**src/rtl/uart_tx_scheduler_pkg.sv**
```systemverilog
// Shared definitions for the UART transmit scheduler.
//   - sched_state_e : scheduler FSM states
//   - CRC-16/CCITT defaults (MSB-first, no reflection, no final XOR)
//   - frame field widths
package uart_tx_scheduler_pkg;

  typedef enum logic [2:0] {
    StIdle,
    StCrc,
    StStart,
    StWait,
    StDone
  } sched_state_e;

  localparam logic [15:0] CrcPolyDefault = 16'h1021;
  localparam logic [15:0] CrcInitDefault = 16'hFFFF;

  localparam int unsigned DataBits = 8;
  localparam int unsigned CrcBits  = 16;

endpackage

```
**src/rtl/uart_tx_scheduler_crc16.sv**
```systemverilog
// Bit-serial CRC-16 engine, one message bit per enabled cycle, MSB first.
// Also used by the receive-side checker.
// Ports:
//   clk      system clock
//   reset_n  asynchronous active-low reset (register returns to INIT)
//   init     load INIT (has priority over shift_en)
//   shift_en absorb bit_in this cycle
//   bit_in   message bit
//   crc      current CRC register
module uart_tx_scheduler_crc16 import uart_tx_scheduler_pkg::*; #(
  parameter logic [15:0] POLY = CrcPolyDefault,
  parameter logic [15:0] INIT = CrcInitDefault
) (
  input  logic         clk,
  input  logic         reset_n,
  input  logic         init,
  input  logic         shift_en,
  input  logic         bit_in,
  output logic [15:0]  crc
);

  logic [15:0] crc_q, crc_d;
  logic        fb;

  always_comb begin
    fb    = crc_q[15] ^ bit_in;
    crc_d = crc_q;
    if (init) begin
      crc_d = INIT;
    end else if (shift_en) begin
      crc_d = {crc_q[14:0], 1'b0} ^ (fb ? POLY : 16'h0000);
    end
  end

  always_ff @(posedge clk or negedge reset_n) begin
    if (!reset_n) begin
      crc_q <= INIT;
    end else begin
      crc_q <= crc_d;
    end
  end

  assign crc = crc_q;

endmodule

```
**src/rtl/uart_tx_scheduler.sv**
```systemverilog
// Round-robin scheduler sharing one UART transmitter among NUM_REQ byte sources.
// Latches the winning byte, computes its CRC-16 serially, launches the transmitter
// with a tx_start/tx_busy handshake and pulses ack for the owner when the frame ends.
// Optional feature: define UART_SCHED_TIMEOUT_EN for a START/WAIT watchdog
// (err_timeout pulse, frame abandoned without ack).
// Ports:
//   clk, reset_n  clock, asynchronous active-low reset
//   req           level request per source, held until ack
//   req_data      byte per source, source i at [8*i+7:8*i]
//   ack           one-cycle pulse when source i's frame has been transmitted
//   grant         one-hot owner of the current frame, 0 when idle
//   tx_data       byte to transmitter
//   tx_crc        CRC of tx_data to transmitter
//   tx_start      launch request, held until tx_busy is seen
//   tx_busy       transmitter busy
//   sched_busy    high whenever not idle
//   err_timeout   watchdog expiry pulse (0 without UART_SCHED_TIMEOUT_EN)
module uart_tx_scheduler import uart_tx_scheduler_pkg::*; #(
  parameter int unsigned NUM_REQ        = 4,
  parameter logic [15:0] CRC_POLY       = CrcPolyDefault,
  parameter logic [15:0] CRC_INIT       = CrcInitDefault,
  parameter int unsigned TIMEOUT_CYCLES = 200000
) (
  input  logic                   clk,
  input  logic                   reset_n,
  input  logic [NUM_REQ-1:0]     req,
  input  logic [8*NUM_REQ-1:0]   req_data,
  output logic [NUM_REQ-1:0]     ack,
  output logic [NUM_REQ-1:0]     grant,
  output logic [DataBits-1:0]    tx_data,
  output logic [CrcBits-1:0]     tx_crc,
  output logic                   tx_start,
  input  logic                   tx_busy,
  output logic                   sched_busy,
  output logic                   err_timeout
);

  localparam int unsigned PtrW = (NUM_REQ > 1) ? $clog2(NUM_REQ) : 1;
  localparam logic [NUM_REQ-1:0] OneHot0 = {{(NUM_REQ-1){1'b0}}, 1'b1};

  sched_state_e          state_q, state_d;
  logic [PtrW-1:0]       ptr_q, ptr_d;
  logic [NUM_REQ-1:0]    grant_q, grant_d;
  logic [NUM_REQ-1:0]    ack_q, ack_d;
  logic [DataBits-1:0]   tx_data_q, tx_data_d;
  logic [CrcBits-1:0]    tx_crc_q, tx_crc_d;
  logic [3:0]            bitcnt_q, bitcnt_d;

  logic [PtrW-1:0]       winner;
  logic                  crc_init, crc_shift, crc_bit;
  logic [CrcBits-1:0]    crc_val;

  // First asserted request strictly after the last owner, wrapping.
  always_comb begin
    winner = ptr_q;
    for (int i = NUM_REQ; i >= 1; i--) begin
      if (req[(int'(ptr_q) + i) % NUM_REQ]) begin
        winner = PtrW'((int'(ptr_q) + i) % NUM_REQ);
      end
    end
  end

  assign crc_bit = tx_data_q[3'd7 - bitcnt_q[2:0]];

  uart_tx_scheduler_crc16 #(
    .POLY (CRC_POLY),
    .INIT (CRC_INIT)
  ) u_crc (
    .clk      (clk),
    .reset_n  (reset_n),
    .init     (crc_init),
    .shift_en (crc_shift),
    .bit_in   (crc_bit),
    .crc      (crc_val)
  );

`ifdef UART_SCHED_TIMEOUT_EN
  localparam logic [17:0] TimeoutLast = 18'(TIMEOUT_CYCLES - 1);
  logic [17:0] tmo_cnt_q, tmo_cnt_d;
  logic        err_q, err_d;
  logic        tmo_hit;

  assign tmo_hit = ((state_q == StStart) || (state_q == StWait)) && (tmo_cnt_q == TimeoutLast);
`endif

  always_comb begin
    state_d   = state_q;
    ptr_d     = ptr_q;
    grant_d   = grant_q;
    ack_d     = '0;
    tx_data_d = tx_data_q;
    tx_crc_d  = tx_crc_q;
    bitcnt_d  = bitcnt_q;
    crc_init  = 1'b0;
    crc_shift = 1'b0;
    unique case (state_q)
      StIdle: begin
        if (|req) begin
          state_d   = StCrc;
          ptr_d     = winner;
          grant_d   = OneHot0 << winner;
          tx_data_d = req_data[8*int'(winner) +: 8];
          bitcnt_d  = '0;
          crc_init  = 1'b1;
        end
      end
      StCrc: begin
        // Eight shift cycles, then one cycle to publish the finished CRC.
        if (bitcnt_q == 4'(DataBits)) begin
          tx_crc_d = crc_val;
          state_d  = StStart;
        end else begin
          crc_shift = 1'b1;
          bitcnt_d  = bitcnt_q + 4'd1;
        end
      end
      StStart: begin
        if (tx_busy) state_d = StWait;
      end
      StWait: begin
        // ack and grant swap on the same edge so they never overlap.
        if (!tx_busy) begin
          state_d = StDone;
          ack_d   = grant_q;
          grant_d = '0;
        end
      end
      StDone: state_d = StIdle;
      default: state_d = StIdle;
    endcase
`ifdef UART_SCHED_TIMEOUT_EN
    // ptr_q keeps the stalled owner so the next search starts after it.
    err_d = 1'b0;
    if (tmo_hit) begin
      state_d = StIdle;
      grant_d = '0;
      ack_d   = '0;
      err_d   = 1'b1;
    end
    tmo_cnt_d = tmo_cnt_q;
    if (state_q == StCrc && state_d == StStart) begin
      tmo_cnt_d = '0;
    end else if (state_q == StStart || state_q == StWait) begin
      tmo_cnt_d = tmo_cnt_q + 18'd1;
    end
`endif
  end

  always_ff @(posedge clk or negedge reset_n) begin
    if (!reset_n) begin
      state_q   <= StIdle;
      ptr_q     <= PtrW'(NUM_REQ - 1);
      grant_q   <= '0;
      ack_q     <= '0;
      tx_data_q <= '0;
      tx_crc_q  <= '0;
      bitcnt_q  <= '0;
    end else begin
      state_q   <= state_d;
      ptr_q     <= ptr_d;
      grant_q   <= grant_d;
      ack_q     <= ack_d;
      tx_data_q <= tx_data_d;
      tx_crc_q  <= tx_crc_d;
      bitcnt_q  <= bitcnt_d;
    end
  end

`ifdef UART_SCHED_TIMEOUT_EN
  always_ff @(posedge clk or negedge reset_n) begin
    if (!reset_n) begin
      tmo_cnt_q <= '0;
      err_q     <= 1'b0;
    end else begin
      tmo_cnt_q <= tmo_cnt_d;
      err_q     <= err_d;
    end
  end

  assign err_timeout = err_q;
`else
  logic unused_timeout;
  assign unused_timeout = ^TIMEOUT_CYCLES;
  assign err_timeout    = 1'b0;
`endif

  assign ack        = ack_q;
  assign grant      = grant_q;
  assign tx_data    = tx_data_q;
  assign tx_crc     = tx_crc_q;
  assign tx_start   = (state_q == StStart);
  assign sched_busy = (state_q != StIdle);

endmodule

```
**config.mk**
```make
export PLATFORM = sky130hd
export DESIGN_NAME = uart_tx_scheduler
export DESIGN_NICKNAME = d
export VERILOG_FILES = /design/src/rtl/uart_tx_scheduler_pkg.sv /design/src/rtl/uart_tx_scheduler_crc16.sv /design/src/rtl/uart_tx_scheduler.sv
export SDC_FILE = /design/constraint.sdc
export NUM_CORES = 1
export LEC_CHECK = 0
export CAP_MARGIN = 20
export CELL_PAD_IN_SITES_DETAIL_PLACEMENT = 0
export CELL_PAD_IN_SITES_GLOBAL_PLACEMENT = 1
export CORE_MARGIN = 5
export CORE_UTILIZATION = 41
export CTS_BUF_LIST = sky130_fd_sc_hd__clkbuf_4
export DETAILED_ROUTE_END_ITERATION = 7
export PLACE_DENSITY_LB_ADDON = 0.12
export SYNTH_ARGS = -nofsm -noshare
export SYNTH_HDL_FRONTEND = slang
export SYNTH_SLANG_ARGS = --single-unit
export TNS_END_PERCENT = 10
```
**constraint.sdc**
```tcl
create_clock -name clk -period 5.6 [get_ports clk]
set_clock_uncertainty 0.2 [all_clocks]
set_input_delay 0.84 -clock clk [delete_from_list [all_inputs] [get_ports clk]]
set_output_delay 0.84 -clock clk [all_outputs]
set_load 0.005 [all_outputs]
```
After elaboration in Yosys (flattened, before gate mapping) --
Cells that the tools add are included.
Operators by class: divide/modulo/power cells 0, bitwise gates (word level) 2, magnitude comparators 5, multiply operators 0, equal/unequal tests 9, mux-type cells 34, shift-type cells 2, add/subtract/negate cells 6, reductions and logical operators 11
Operators with widths (number):
- $mux W16 | 2
- $shiftx A32 B6 Y8 | 1
- $mux W4 | 6
- $pmux W4 S2 | 2
- $xor A16 B16 Y16 | 1
- $mux W13 | 1
- $lt A2 B3 Y1 const B | 4
- $mux W3 | 4
- $pmux W3 S4 | 1
- $mux W1 | 9
- $bmux W1 S2 | 4
- $mux W2 | 4
- $ne A2 B2 Y1 const B | 4
- $eq A3 B2 Y1 const B | 2
- $reduce_and A3 Y1 | 2
- $reduce_bool A2 Y1 | 3
- $add A2 B1 Y2 const B | 2
- $add A2 B2 Y2 const B | 2
- $add A4 B1 Y4 const B | 1
- $eq A4 B4 Y1 const B | 1
- $lt A3 B4 Y1 const B | 1
- $reduce_and A2 Y1 | 2
- $reduce_and A4 Y1 | 1
- $reduce_or A4 Y1 | 1
- other kinds (8) | 8
Storage, ports and cells: flip-flop bits (word level) 57, memory bits (writable) 0, ROM bits 0, memories kept 0, output and inout port bits 35, latch bits 0, bits of input ports 39

Logic depth before layout (Yosys ltp) --
Gate-level depths: netlist of run 1.
depth in word-level cells 10, gate-level depth with buffers 8, gate-level depth less buffers 7

By module --
A second synthesis of run 1 with hierarchy kept.
Unflattened totals: cells, all modules 275, area total of the unflattened synthesis 2892.8 um^2
By module, submodules not included:
- uart_tx_scheduler | cells each 219, sequential area each 1028.5 um^2, area an instance 2152.1 um^2, times used 1
- uart_tx_scheduler_crc16 | cells each 56, sequential area each 420.4 um^2, area an instance 740.7 um^2, times used 1

Least setup slack after synthesis of run 1 --
Ideal clock, no wire load.
path kind input to register, start in req[3], end reg tx_data_q[0] (netlist: tx_data[0]), data arrival time 1934 ps, stages 7, buffers on the path 2, library setup time 78 ps, path slack 3388 ps, cells stage by stage nor4_1 -> or2_1 -> buf_6 -> a21oi_2 -> buf_4 -> a31oi_1 -> a21boi_1
On the way: cells in the longest elaborated chain, start to end 7, elaborated cells between the ends (all ways) 15, those cells by class shift (1); mux (12); reduce/logical (2)
Ends and longest elaborated chain:
- from (decl) | RTL line uart_tx_scheduler.sv:26 | input logic [NUM_REQ-1:0] req,
- $bmux W1 S2 | RTL line uart_tx_scheduler.sv:57 | if (req[(int'(ptr_q) + i) % NUM_REQ]) begin
- $mux W1 (not written as such) | RTL line uart_tx_scheduler.sv:57
- $mux W2 (4 in a row) | RTL line uart_tx_scheduler.sv:57
- $shiftx A32 B6 Y8 | RTL line uart_tx_scheduler.sv:102 | tx_data_d = req_data[8*int'(winner) +: 8];
- to (signal assigned) | RTL line uart_tx_scheduler.sv:163 | tx_data_q <= tx_data_d;
- to (decl) | RTL line uart_tx_scheduler.sv:45 | logic [DataBits-1:0] tx_data_q, tx_data_d;
Several ways; a longest one is shown, not always the timed one. The select of a mux whose other input is x is not followed. A chain may end at the register's enable or synchronous reset.

Worst setup path in the final report of run 1 --
start in req[1], end reg tx_data_q[4] (netlist: tx_data[4])
The elaborated chain is that of the path after synthesis.

==> results.toml, run 1 <==
[sta]
rsz0062_at_grt = "false"
post-route-period-util = 0.517
slew_violations = 0
fmax_ghz = 0.345
worst-slew-pin-transition_ps = 884
final-hold-violation-count = 0
period_needed_ps = 2900
finalSetupTns_ps = 0
finalSetupViolations = 0
relSlewSlack = 0.411

[power_and_ir_drop]
power.total_mw = 2.00
p_per_area_mw_per_mm2 = 562
max-vdd-ir-drop_uv = 247
cellLeakagePower_nw = 1.53

[synth]
yosysSeqAreaShare = 0.545
ys.flop_type = "dfrtp_1"
netlist_area_mm2 = 0.00266
synth_cell_type_count = 42
yosysWarnings = 0
async_flop_share = 1.00
synth_nets = 272
synth_area_per_cell_um2 = 11.5
ys_ff_latch = 57
synth-edff-count = 0
synth_cells = 231

[clocking]
clock-sinks = 57
post_cts_resized = 0
cts-buffers-inserted = 9
htree_levels = 3
post_cts_buffers = 0
cts_tree = "yes"
cts_max_path_buffers = 2
clock_latency_ps = 390
cts-root-buf = "clkbuf_4"
hold_buffers = 0
cts.reportedPaths.clkPinSlew_ps = 100

[global_route]
grt_usage = 0.148
grt_overflow = 0
antenna_found_initial = 0
grt_pass1_vias = 2078
grt_max_degree = 58
grt_pass1_wl_um = 9810

[critical_path]
path_cells = "clkdlybuf4s50_1, nor4_1, nor2_1, nand3_1, a21oi_1, a21boi_1"
endpoint_kind = "flip-flop"
crit_type = "in -> reg"
critical_path.max_fanout = 12
worstSetupStartpointType = "primary input"
crit_arrival_ps = 2980
regToRegStartpoint = "state_q[2]"
critPathMaxStageDelay_ps = 610
crit_start = "req[1]"
critPathRequiredTime_ps = 5680
crit_slowest_cell = "nor2_1"

[layout]
diodes = 0
drive_above_1_share = 0.159
fillers = 569
final_common_cell = "clkdlybuf4s50_1"
layout_common_cells = "71 x clkdlybuf4s50_1, 39 x dfrtp_1, 20 x nor2_1"
syn_to_final_growth_pct = 33.9
final_nets = 345

[route]
viasPerCell = 5.08
wirelength_um = 5700
num_vias = 1960
drtPass1Iterations = 6
drtIter0Drc = 45
drc = 0
wl_per_cell_um = 14.8
ant_nets = 0

[placed_design]
io_buffers = 72
dp_hpwl_um = 4210
place.gp.congestion = 0.836

[floorplan]
die_w_um = 90.5
rows = 29
start_util = 0.421
die_y_um = 90.5
die_area_mm2 = 0.00819
core-area_mm2 = 0.00631
ios = 74

[min_path]
hp-start = "u_crc.crc[5]"
hp-class = "reg -> reg"

[run]
drv_cap = 0

[run_status]
outcome = "finished, final reports clean"
-- cell usage after synthesis (3+ instances only) --
cell | count | area share
a21boi_1 | 8 | 0.023
a21oi_1 | 11 | 0.021
a31oi_1 | 8 | 0.019
and2_1 | 5 | 0.012
buf_4 | 4 | 0.011
clkbuf_1 | 4 | 0.0056
dfrtp_1 | 39 | 0.37
dfstp_2 | 18 | 0.18
inv_1 | 4 | 0.0056
mux2_1 | 7 | 0.030
mux2_4 | 9 | 0.051
mux2i_1 | 3 | 0.011
nand2_1 | 16 | 0.023
nand3_1 | 13 | 0.024
nor2_1 | 20 | 0.028
o21ai_0 | 11 | 0.021
o21ai_1 | 5 | 0.0094
o22a_1 | 13 | 0.043
xnor2_1 | 3 | 0.0099
-- cells by family (layout without fill, tap and decap cells) --
family | after synthesis | after routing | share of synthesized area
AOI/OAI and AO/OA | 63 | 63 | 0.160
xor gates and xnor gates | 5 | 5 | 0.0165
adders and majority gates | 2 | 2 | 0.00941
buffers and inverters | 15 | 93 | 0.0330
DFF | 57 | 57 | 0.545
muxes | 21 | 21 | 0.109
other | 1 | 1 | 0.00141
and+or+nand+nor | 67 | 67 | 0.126
-- metrics by stage --
| step | area, um^2 | hold slack [ps] | cells | setup slack [ps] | utilization |
|---|---|---|---|---|---|
| 6_report | 3560 | 293 | 386 | 2700 | 0.564 |
| 5_1_grt | 3560 | 310 | 386 | 2520 | 0.564 |
| 4_1_cts | 3560 | 299 | 386 | 2680 | 0.564 |
| 3_5_place_dp | 3400 | 281 | 370 | 2240 | 0.539 |
| 3_3_place_gp | 3400 | 273 | 370 | 2420 | 0.539 |
| 2_1_floorplan | 2660 | 269 | 231 | 3390 | - |
-- worst paths after layout --
kind | to | slack, ps | cells after the start
max | tx_data[4] | 2700 | 6
min | u_crc.crc[6] | 290 | 2
min reg2reg | u_crc.crc[6] | 290 | 2
max reg2reg | tx_data[4] | 2960 | 5
min in group asynchronous | state_q[2] | 370 | 2
max in group asynchronous | state_q[0] | 4360 | 2
-- sequential cells by signal, indices dropped and copies added, names as in the netlist --
| signal | cells |
|---|---|
| grant | 4 |
| bitcnt_q | 4 |
| tx_crc | 16 |
| u_crc.crc | 16 |
| ack | 4 |
| tx_data | 8 |
| state_q | 3 |
| ptr_q | 2 |
-- final cells by class --
type	count	area, um^2	share of cell area
flip-flops and latches	57	1450	0.407
multi-input cells	159	1120	0.315
repair buffers	73	723	0.203
well taps	77	96.3	0.0271
clock buffers	11	82.6	0.0232
clock inverters	5	71.3	0.0200
inverters	4	15.0	0.00422
-- power by group --
part	switching, mW	internal, mW
Combinational	0.379	0.506
Clock	0.146	0.187
Sequential	0.141	0.640
Total	0.666	1.33
-- layer usage --
metal	track usage	routed length, um
met1	0.186	2510
met2	0.215	2570
met3	0.0558	514
met4	0.0868	99
met5	0	0
-- worst max-delay path, delay by kind of cell --
family                 cells  cell delay, ps
buffers and inverters      1             560
AOI/OAI and AO/OA          2             350
and+or+nand+nor            3            1230
No activity file was read; power rests on OpenSTA's default activity.
==> inputs of run 2 (changes only) <==
CORE_UTILIZATION = 38   (was 41)
clock period = 2.74 ns   (was 5.6 ns; I/O delays follow)
==> run 2 against run 1 <==
Final cell count rose by 7.0%. Critical path type is now reg -> out. Clock-buffer cell count stayed put. Worst hold slack worse by 1.0 ps. Sequential power up 100%. Design area rose by 2.1%. Critical path depth shrank 4. Sequential share of layout area is 0.83 points lower. Global-route usage is essentially flat. Die area grew 7.0%. Clock power is 72% higher. Worst setup slack worse by 2300 ps. Power rose by 100%.
==> results.toml, run 2 (synthesized netlist as in run 1, its figures left out) <==
[run_status]
outcome = "finished, final reports clean"

[placed_design]
dp_hpwl_um = 4480
placedCellCount = 396
post-place-ws_ps = 220
place.gp.congestion = 0.820
io_buffers = 72

[sta]
finalSetupViolations = 0
relSlewSlack = 0.453
finalSetupTns_ps = 0
post-route-period-util = 0.839
fmax_ghz = 0.435
rsz0062_at_grt = "false"
fin_ws_ps = 441
worst-slew-pin-transition_ps = 817
period_needed_ps = 2300
slew_violations = 0
final-hold-violation-count = 0

[run]
drv_cap = 0

[floorplan]
start_util = 0.391
die_y_um = 93.6
core-area_mm2 = 0.00679
die_area_mm2 = 0.00877
ios = 74
die_w_um = 93.6
rows = 30

[power_and_ir_drop]
p_per_area_mw_per_mm2 = 1120
max-vdd-ir-drop_uv = 381
power.total_mw = 4.06
cellLeakagePower_nw = 1.56

[layout]
fillers = 637
regArea_mm2 = 0.00145
final_cells = 413
diodes = 0
multi_input_area_mm2 = 0.00112
fin_util = 0.535
final_nets = 353
final_common_cell = "clkdlybuf4s50_1"
syn_to_final_growth_pct = 36.7
drive_above_1_share = 0.177
layout_common_cells = "71 x clkdlybuf4s50_1, 39 x dfrtp_1, 20 x nor2_1"

[clocking]
post_cts_resized = 0
cts.reportedPaths.clkPinSlew_ps = 90
cts_tree = "yes"
cts-buffers-inserted = 9
cts_max_path_buffers = 2
htree_levels = 3
clock_latency_ps = 380
cts-root-buf = "clkbuf_4"
clock-sinks = 57

[critical_path]
crit_type = "reg -> out"
crit_buf_inv = 1
endpoint_kind = "output port"
crit_slowest_cell = "dfrtp_1"
crit_arrival_ps = 1690
critPathRequiredTime_ps = 2130
cp_top_family = "flip-flops"
worstSetupStartpointType = "flip-flop"
critPathMaxStageDelay_ps = 450
path_cells = "or3_4, clkdlybuf4s50_1"
critical_path.max_fanout = 7

[route]
num_vias = 2031
wl_per_cell_um = 14.7
drtPass1Iterations = 4
wirelength_um = 6070
drc = 0
viasPerCell = 4.92
drtIter0Drc = 83
ant_nets = 0

[global_route]
grt_overflow = 0
grt_usage = 0.147
grt_max_degree = 37
antenna_found_initial = 0
grt_pass1_wl_um = 10000
grt_pass1_vias = 2089

[min_path]
hp-class = "reg -> reg"
==> run 2: cell type report <==
| class | instances | area share |
|---|---|---|
| multi-input cells | 159 | 0.309 |
| clock buffers | 11 | 0.0227 |
| clock inverters | 5 | 0.0127 |
| flip-flops and latches | 57 | 0.399 |
| inverters | 4 | 0.00413 |
| repair buffers | 81 | 0.220 |
| well taps | 96 | 0.0331 |
==> run 2: power by group <==
group	total (mW)	leakage, nW	switching, mW	internal, mW
sequential	1.60	0.672	0.295	1.31
combinational	1.88	0.817	0.798	1.09
clock	0.573	0.0734	0.284	0.289
==> run 2: final timing paths <==
path	start	to	slack, ps	cells past startpoint
worst max-delay path	state_q[0]	sched_busy	440	2
worst min-delay path	tx_crc[1]	tx_crc[1]	290	1
worst max register to register	state_q[0]	tx_data[6]	490	5
worst min register to register	tx_crc[1]	tx_crc[1]	290	1
max in group asynchronous	reset_n	u_crc.crc[4]	1350	3
min in group asynchronous	reset_n	ack[1]	350	2
==> run 2: stage by stage <==
stage,hold WS (ps),instance area (um^2)
finish,292,3630
global route,318,3630
CTS,301,3630
detailed placement,230,3490
global placement,225,3490
floorplan,-84.6,2660
==> run 2: per-layer routing <==
layer / wire (um) / share of wire / track usage
met5: 0 / 0 / 0
met3: 480 / 0.079 / 0.0555
met2: 2830 / 0.47 / 0.229
met1: 2710 / 0.45 / 0.185
met4: 46 / 0.0076 / 0.0590
==> run 2: repair_timing <==
action                                  in CTS  in global routing
endpoints found under the setup margin       0                  0
buffers inserted                             0                  0
hold buffers                                 1                  0
endpoints found under the hold margin       19                  0
==> RTL edit, RTL diff (config.mk and constraints of run 1) <==
Re-encode `sched_state_e` (5 states) as one-hot, 5 bits wide.
--- a/src/rtl/uart_tx_scheduler_pkg.sv
+++ b/src/rtl/uart_tx_scheduler_pkg.sv
@@ -6,8 +6,8 @@
 
-  typedef enum logic [2:0] {
-    StIdle,
-    StCrc,
-    StStart,
-    StWait,
-    StDone
+  typedef enum logic [4:0] {
+    StIdle  = 5'b00001,
+    StCrc   = 5'b00010,
+    StStart = 5'b00100,
+    StWait  = 5'b01000,
+    StDone  = 5'b10000
   } sched_state_e;
Check against the original RTL: same outputs for any inputs over 4 cycles, from zero or initial values and one cycle with reset_n low; so few cycles prove little.
==> RTL edit against run 1 <==
- setup slack got worse by 140 ps
- design area is 2.5% higher
- power decreased by 10%
- area after synthesis up 3.1%
- synthesized cell count decreased by 5.2%
- first-iteration DRC count up 20%
- sequential power shrank 9.2%
- routed wire length is 6.2% higher
- sequential cell count is 2 higher
- clock power fell by 9.3%
- largest cell class unchanged
==> RTL edit: results (changes against run 1) <==
sta:
  whs_ps: 305  # +12.6 ps
  fin_setup_tns_ps: 0  # unchanged
  tightest_slew_ps: 998  # +114 ps
setup_path:
  cp_max_fo: 5  # -7
  arrival_ps: 2000  # -980 ps
logic_synthesis:
  ys_top_cells_by_count: "dfrtp_1 (40), nand2_1 (22), dfstp_2 (19)"
  yosys_warnings: 0  # unchanged
  yosys.area_share.xor_xnor_pct: 2.19  # +0.54 points
  yosysSeqAreaShare_pct: 54.8  # +0.25 points
  synth-compound-area-share_pct: 12.1  # -3.9 points
  ys_top_cells_by_area: "dfrtp_1 (37%), dfstp_2 (18%), mux2_2 (6.6%)"
  synthMuxAreaShare_pct: 15.2  # +4.3 points
  synthAdderAreaFrac_pct: 0.914  # -0.028 points
  synthArstFlopShare_pct: 100  # unchanged
  syn-num-nets: 260  # -4.4%
  ys_types: 44  # +4.8%
global_routing:
  grt_pass1_wl_mm: 10.3  # +5.3%
  track_usage_pct: 15.5  # +0.71 points
  grt_max_degree: 60  # +3.4%
  antenna_found_initial: 0  # unchanged
layout:
  layout.nets: 335  # -2.9%
  fillers: 565  # -0.70%
  drive_gt1_share_pct: 20.4  # +4.5 points
  diodes: 0  # unchanged
power_and_ir_drop:
  p_leak_nw: 1.57  # +2.4%
  ir_drop_v: 0.000250  # +1.0%
clock_network:
  cts_root_buf: "clkbuf_4"
  cts_resized: 0  # unchanged
  cts_buffers: 9  # unchanged
  h-tree-depth: 3  # unchanged
  path_clk_slew_ps: 100  # about the same
  cts_buffer_depth: 2  # unchanged
  post_cts_buffers: 0  # unchanged
  clock_latency_ps: 400
place:
  gp_congestion: 0.761  # -8.9%
  io_buffers: 72  # unchanged
  post-dp-hpwl_mm: 4.31  # +2.5%
  post-place-ws_ps: 2270  # +30.7 ps
detailed_routing:
  post_drt_wl_per_cell_um: 16.1  # +9.1%
  dr.pass1.iters: 4  # -2
  vias: 1996  # +1.8%
  drtIter0Drc: 54  # +20%
outcome:
  status: "finished, final reports clean"
min_path:
  hold_path.class: "flop to flop"
RTL edit: worst max-delay path: stages (launching register included):
cell and delay (ps):
dfstp_2 560, nor4b_1 310, nand2b_1 220, clkdlybuf4s50_1 500
RTL edit: through the flow:
stage	instances	instance area [µm²]	util (%)
3_5_place_dp	360	3510	54.6
5_1_grt	376	3650	56.8
6_report	376	3650	56.8
3_3_place_gp	360	3510	54.6
2_1_floorplan	219	2740	-
4_1_cts	376	3650	56.8
RTL edit: worst paths after layout:
path	slack [ps]	end	cells after the start	startpoint
worst max-delay path	2560	sched_busy	3	state_q[0]
worst min-delay path	310	ptr_q[0]	2	ptr_q[0]
worst max register to register	2920	tx_data[5]	5	state_q[0]
worst min register to register	310	ptr_q[0]	2	ptr_q[0]
max in group asynchronous	4340	tx_data[5]	2	reset_n
min in group asynchronous	380	grant[1]	2	reset_n
RTL edit: cell type report:
class	count	area, µm²	share of cell area (%)
sequential	59	1500	41.1
multi-input combinational	148	1180	32.3
timing repair buffer	73	723	19.8
clock buffer	13	97.6	2.68
tap	77	96.3	2.64
clock inverter	3	40.0	1.10
inverter	3	11.3	0.309
RTL edit: per-layer routing:
metal	part of all wire, %	up-vias	wire length [µm]	global-route usage, %
met1	46	953	2760	19.6
met4	1.9	0	114	6.81
met2	46	63	2770	23.6
met3	6.7	13	405	5.89
met5	0	-	0	0
li1	-	967	-	-
RTL edit: where the power goes:
group          switching, mW  internal [mW]
logic                  0.359          0.425
clock network          0.148          0.155
registers              0.113          0.596
RTL edit: kinds of logic (layout without fill, tap and decap cells):
kind of cell,count (synthesis),count (layout)
AND/OR/NAND/NOR,60,60
flip-flops,59,59
AO/OA/AOI/OAI,43,43
multiplexers,36,36
buffers and inverters,12,92
XOR/XNOR,6,6
adder cells (fa/ha/maj),2,2
other,1,1
